### config.mk
export PLATFORM = sky130hd
export DESIGN_NAME = dice_cgra_tid_dispatcher
export DESIGN_NICKNAME = d
export VERILOG_FILES = /design/src/rtl/dice_cgra_tid_dispatcher.sv
export SDC_FILE = /design/constraint.sdc
export NUM_CORES = 1
export LEC_CHECK = 0
export BUFFER_PORTS_ARGS = -buffer_cell sky130_fd_sc_hd__buf_2
export CAP_MARGIN = 20
export CORE_UTILIZATION = 45
export CTS_CLUSTER_SIZE = 8
export DETAILED_ROUTE_END_ITERATION = 7
export GPL_TIMING_DRIVEN = 0
export PLACE_DENSITY = 0.68
export SLEW_MARGIN = 20
export SYNTH_ARGS = -nofsm -noshare
export SYNTH_HDL_FRONTEND = slang
export SYNTH_SLANG_ARGS = --single-unit
export TNS_END_PERCENT = 10
### constraint.sdc
create_clock -name clk -period 3.8 [get_ports clk]
set_input_delay 0.76 -clock clk [delete_from_list [all_inputs] [get_ports clk]]
set_output_delay 0.76 -clock clk [all_outputs]
set_load 0.01 [all_outputs]
### src/rtl/dice_cgra_tid_dispatcher.sv
// ============================================================================
// dice_cgra_tid_dispatcher: per-pipeline TID issue/retire controller for the
// DICE CGRA. Optional issue stall enabled by DICE_TID_DISPATCH_STALL_EN.
// Revision: 1.0
// ============================================================================
`default_nettype none

module dice_cgra_tid_dispatcher #(
  parameter int TOTAL_TID   = 512,
  parameter int TID_WIDTH   = $clog2(TOTAL_TID),
  parameter int MAX_LATENCY = 32,
  parameter int LAT_W       = $clog2(MAX_LATENCY + 1)
) (
  input  logic                 clk,
  input  logic                 rst,
  input  logic                 launch_valid,
  output logic                 launch_ready,
  input  logic [TID_WIDTH-1:0] launch_tid_base,
  input  logic [TID_WIDTH:0]   launch_tid_count,
  input  logic [LAT_W-1:0]     launch_latency,
  input  logic                 abort,
  input  logic                 stall,
  output logic                 sr_clr,
  output logic [LAT_W-1:0]     sr_latency,
  output logic [TID_WIDTH-1:0] sr_in_tid,
  output logic                 sr_in_valid,
  input  logic                 sr_out_valid,
  input  logic                 sr_empty,
  output logic                 busy,
  output logic                 done,
  output logic                 aborted,
  output logic [TID_WIDTH:0]   issued_cnt,
  output logic [TID_WIDTH:0]   retired_cnt
);

  localparam logic [LAT_W-1:0] MAX_LAT = LAT_W'(MAX_LATENCY);

  typedef enum logic [2:0] {
    S_IDLE  = 3'd0,
    S_CFG   = 3'd1,
    S_ISSUE = 3'd2,
    S_DRAIN = 3'd3,
    S_DONE  = 3'd4,
    S_ABORT = 3'd5
  } state_t;

  state_t               state;
  state_t               next_state;
  logic [TID_WIDTH-1:0] base_q;
  logic [TID_WIDTH:0]   count_q;
  logic [LAT_W-1:0]     lat_q;
  logic [TID_WIDTH:0]   issued_q;
  logic [TID_WIDTH:0]   retired_q;
  logic                 abort_q;
  logic                 stall_hold;
  logic                 issue_fire;
  logic                 last_issue;
  logic                 launch_fire;
  logic                 retire_fire;

`ifdef DICE_TID_DISPATCH_STALL_EN
  assign stall_hold = stall;
`else
  logic unused_stall;
  assign unused_stall = stall;
  assign stall_hold   = 1'b0;
`endif

  assign launch_fire = (state == S_IDLE) && launch_valid;
  assign issue_fire  = (state == S_ISSUE) && !stall_hold;
  assign last_issue  = issue_fire && (issued_q == count_q - (TID_WIDTH + 1)'(1));
  // Retires beyond the launched count are dropped so the counter saturates.
  assign retire_fire = ((state == S_ISSUE) || (state == S_DRAIN)) &&
                       sr_out_valid && (retired_q < count_q);

  always_ff @(posedge clk or posedge rst) begin
    if (rst) begin
      state <= S_IDLE;
    end else begin
      state <= next_state;
    end
  end

  always_comb begin
    next_state = state;
    case (state)
      S_IDLE:  if (launch_valid) next_state = S_CFG;
      S_CFG: begin
        if (abort)                next_state = S_ABORT;
        else if (count_q == '0)   next_state = S_DONE;
        else                      next_state = S_ISSUE;
      end
      S_ISSUE: begin
        if (abort)                next_state = S_ABORT;
        else if (last_issue)      next_state = S_DRAIN;
      end
      S_DRAIN: begin
        if (abort)                                   next_state = S_ABORT;
        else if ((retired_q == count_q) && sr_empty) next_state = S_DONE;
      end
      S_DONE:  next_state = S_IDLE;
      S_ABORT: next_state = S_DONE;
      default: next_state = S_IDLE;
    endcase
  end

  always_ff @(posedge clk or posedge rst) begin
    if (rst) begin
      base_q    <= '0;
      count_q   <= '0;
      lat_q     <= '0;
      issued_q  <= '0;
      retired_q <= '0;
      abort_q   <= 1'b0;
    end else if (launch_fire) begin
      base_q    <= launch_tid_base;
      count_q   <= launch_tid_count;
      lat_q     <= (launch_latency > MAX_LAT) ? MAX_LAT : launch_latency;
      issued_q  <= '0;
      retired_q <= '0;
      abort_q   <= 1'b0;
    end else begin
      if (issue_fire)        issued_q  <= issued_q + 1'b1;
      if (retire_fire)       retired_q <= retired_q + 1'b1;
      if (state == S_ABORT)  abort_q   <= 1'b1;
    end
  end

  assign launch_ready = (state == S_IDLE);
  assign busy         = (state != S_IDLE);
  assign sr_clr       = (state == S_CFG) || (state == S_ABORT);
  assign sr_latency   = lat_q;
  assign sr_in_valid  = issue_fire;
  // TID space is a power of two, so truncating the sum gives the wrap.
  assign sr_in_tid    = issue_fire ? (base_q + issued_q[TID_WIDTH-1:0]) : '0;
  assign done         = (state == S_DONE);
  assign aborted      = (state == S_DONE) && abort_q;
  assign issued_cnt   = issued_q;
  assign retired_cnt  = retired_q;

endmodule

`default_nettype wire

# == Word-level counts from Yosys, hierarchy flattened ==
# Cells that the tools add are included.
# word_totals
register_bits,49
in_bits,32
wordCells,54
# op_classes
n_addsub,4
order_cmp,2
eq_ne,10
mux,16
reduce_logical,15
# ops
cell,n
$mux W10,4
$mux W3,7
$add A10 B1 Y10 const B,2
$eq A10 B10 Y1,2
$pmux W3 S5,1
$logic_not A10 Y1,1
$lt A10 B10 Y1,1
$sub A10 B1 Y10 const B,1
$add A9 B9 Y9,1
$mux W9,1
$eq A3 B2 Y1 const B,2
$eq A3 B3 Y1 const B,2
$gt A6 B6 Y1 const B,1
$logic_and A1 B1 Y1,6
$mux W6,1
$ne A3 B2 Y1 const B,2
$reduce_bool A2 Y1,3
$eq A3 B1 Y1 const B,1
$logic_not A3 Y1,1
$reduce_and A3 Y1,1
$reduce_bool A3 Y1,1
$logic_or A1 B1 Y1,2
$mux W1,2
$ne A2 B2 Y1 const B,1

# == Depth between registers and ports, before layout ==
# logic_depth
ltp_word,6
ltp_mapped,7
depth_no_buf,7

# == Least setup slack after synthesis ==
# Ideal clock, no wire load.
# synth_timing
path_kind,reg-to-output
start,"reg issued_q[0], in the netlist issued_cnt[0]"
end,out sr_in_tid[8]
arrival_time_ns,2.139
setup_slack_ns,0.901
path_stages_with_launch,8
path_cell_list,dfrtp_1 > ha_1 > fa_1 > a21oi_1 > o21ai_0 > a2111oi_0 > o21ai_0 > a21oi_1
# synth_via
elab_chain_cells,2
# synth_rtl
item,line,rtl
start: declaration,52,logic [TID_WIDTH:0] issued_q;
start signal: assignment,123,if (issue_fire) issued_q <= issued_q + 1'b1;
$add A9 B9 Y9,135,assign sr_in_tid = issue_fire ? (base_q + issued_q[TID_WIDTH-1:0]) : '0;
$mux W9,135,
end: declaration,25,"output logic [TID_WIDTH-1:0] sr_in_tid,"
# No other way between the ends.

# == Worst setup path after layout ==
# Same ends and word-level chain as after synthesis.

==> results.json <==
{
  "status": "finished clean",
  "via_count": 2840,
  "maxSlewHeadroom_pct": 40.32,
  "ios": 73,
  "cp-end-kind": "output pin",
  "yosysTopAreaCell": "dfrtp_1",
  "netSwitchingFraction_pct": 43.29,
  "ant_nets": 0,
  "dp.cells": 526,
  "die_width_microns": 85.89,
  "p_seq_share_pct": 36.8,
  "synth_flop_cell": "dfrtp_1",
  "placed_cell_area_sq_um": 3662,
  "multi_input_area_sq_um": 1818,
  "total_power_mw": 2.343,
  "power.switching_mw": 1.014,
  "powerDensity_nw_per_um2": 622.0,
  "place.gp.congestion": 0.8595,
  "yosysWarnings": 0,
  "startpoint_type": "flop",
  "worst-path-max-fanout": 6,
  "dr.pass1.iters": 5,
  "port_buffers": 71,
  "viasPerCell": 5.328,
  "finalWirelength_microns": 7683,
  "final_area_sq_um": 3767,
  "drt_iter0_markers": 141,
  "internal-power_mw": 1.329,
  "cts.repair.resized": 0,
  "min_period_over_period_pct": 92.50,
  "design.core.area_sq_um": 6794,
  "area_growth_pct": 18.96,
  "seqCellArea_sq_um": 1226,
  "wl_per_cell_microns": 14.41,
  "cts_tree": "yes",
  "clock-sinks": 49,
  "synth_edf_count": 0,
  "finClkSkew_ps": 6.049,
  "ctsHoldBuffers": 0,
  "p_comb_share_pct": 47.5,
  "fill_cells": 651,
  "synth_area_leaders": "dfrtp_1 39%, ha_1 8.3%, nand2_1 7.5%",
  "drc": 0,
  "fmax_mhz": 284.5,
  "syn_inst": 358,
  "gr-total-overflow": 0,
  "dp_hpwl_microns": 5887,
  "netlist_area_sq_um": 3167,
  "grt_usage_pct": 22.06,
  "diodes": 0,
  "hold_violations": 0,
  "synth_cell_type_count": 56,
  "drive_above_1_share_pct": 20.59,
  "async_reset_ff_share_pct": 100.0,
  "cts_setup_buffers": 0,
  "p_leak_nw": 1.925,
  "die-area_sq_um": 7377,
  "grt_pass1_vias": 2668,
  "final_core_util_pct": 55.45,
  "antenna_found_initial": 0,
  "synthTopCellsByCount": "63 x nand2_1, 49 x dfrtp_1, 21 x ha_1, 21 x nor2_1, 20 x inv_1",
  "criticalPathCategory": "reg2out",
  "yosysMostFrequentCell": "nand2_1",
  "start_util_pct": 46.61,
  "cap_violations": 0,
  "setup_viol": 0,
  "grt_max_degree": 29,
  "drv_slew": 0,
  "root_buffer": "clkbuf_8",
  "ys_ff_latch": 49,
  "synth_top_area_share_pct": 38.72,
  "clk_latency_ps": 300,
  "grt_pass1_wl_microns": 12810,
  "rsz0062_at_grt": "no",
  "clkPwrFrac_pct": 15.8,
  "worst_ep_required_time_ps": 3040,
  "syn_area_per_cell_sq_um": 8.846,
  "fin_setup_tns_ps": 0,
  "final_cells": 533,
  "worst_pin_slew_ps": 887.0,
  "synth-seq-area-share_pct": 38.72,
  "rows": 30,
  "htreeDepth": 2,
  "clk_path_buf_depth": 2,
  "clk_pin_slew_worst_paths_ps": 90,
  "synth_fp_nets": 412,
  "hold_path.class": "in2async",
  "ir_drop_mv": 0.2815,
  "fin_nets": 491,
  "fin_crit_ps": 3515,
  "arrival_ps": 2760,
  "chipHeight_microns": 85.89,
  "cts_buffers": 5
}
state kept, by name (all words and copies together) (netlist names):
signal	flops
count_q	10
issued_cnt	10
retired_cnt	10
base_q	9
sr_latency	6
state	3
abort_q	1
area by class of cell:
type | instances | area share [%]
clock buffers | 5 | 1.827
flip-flops and latches | 49 | 32.55
inverters | 21 | 2.092
repair buffers | 72 | 9.963
plain buffers | 11 | 1.196
well taps | 96 | 3.188
clock inverters | 2 | 0.9299
multi-input cells | 277 | 48.26
path summary, 6_finish.rpt:
path / to / slack (ps) / cells after the start / start
setup / recovery: sr_in_tid[8] / 280 / 8 / issued_cnt[0]
hold / removal: base_q[0] / 470 / 2 / rst
setup reg to reg: retired_cnt[6] / 1450 / 6 / count_q[7]
hold reg to reg: sr_latency[4] / 480 / 2 / sr_latency[4]
max in group asynchronous: state[2] / 2810 / 3 / rst
min in group clk: sr_latency[4] / 480 / 2 / sr_latency[4]
layout by cell type (no fill, tap or decap), drive strengths merged, types with 19 or more instances in the layout:
cell | netlist | final
buf | 3 | 75
dfrtp | 49 | 49
ha | 21 | 21
inv | 20 | 20
nand2 | 63 | 63
nor2 | 21 | 21
o21ai | 19 | 19
per-layer routing:
metal,wire [microns],vias up,GRT usage [%]
met5,0,-,0
met4,65,0,4.545
met3,437,6,2.984
met2,3582,82,36.51
met1,3597,1338,30.94
li1,-,1414,-
logic make-up after synthesis:
family,count (synthesis),share of synthesized area [%]
AO/OA/AOI/OAI,67,14.42
XOR/XNOR,26,7.191
adder cells (fa/ha/maj),22,8.929
buffers and inverters,32,3.911
flip-flops,49,38.72
multiplexers,7,2.213
AND/OR/NAND/NOR,155,24.61
power groups by stage:
stage                     Sequential, mW  Clock (mW)  Combinational (mW)
after global placement             0.868           0                1.08
final                              0.861       0.370                1.11
after floorplan                    0.845           0               0.782
after CTS                          0.862       0.378                1.12
after global routing               0.893       0.393                1.26
after detailed placement           0.869           0                1.11
critical path, cell delays in order (launching register included):
cell	delay [ps]
dfrtp_1	480
ha_1	270
fa_1	410
a21oi_1	190
o21ai_0	160
a2111oi_1	450
o21ai_0	160
a21oi_1	170
buf_2	150
per-stage QoR:
| stage | worst slack, ps | hold slack [ps] |
|---|---|---|
| floorplan | 900.7 | 449.7 |
| global placement | 689.4 | 452.4 |
| detailed placement | 589.0 | 452.3 |
| CTS | 224.4 | 480.2 |
| global route | 55.78 | 508.4 |
| finish | 284.9 | 466.6 |
Power figures use the tool's default switching activity.
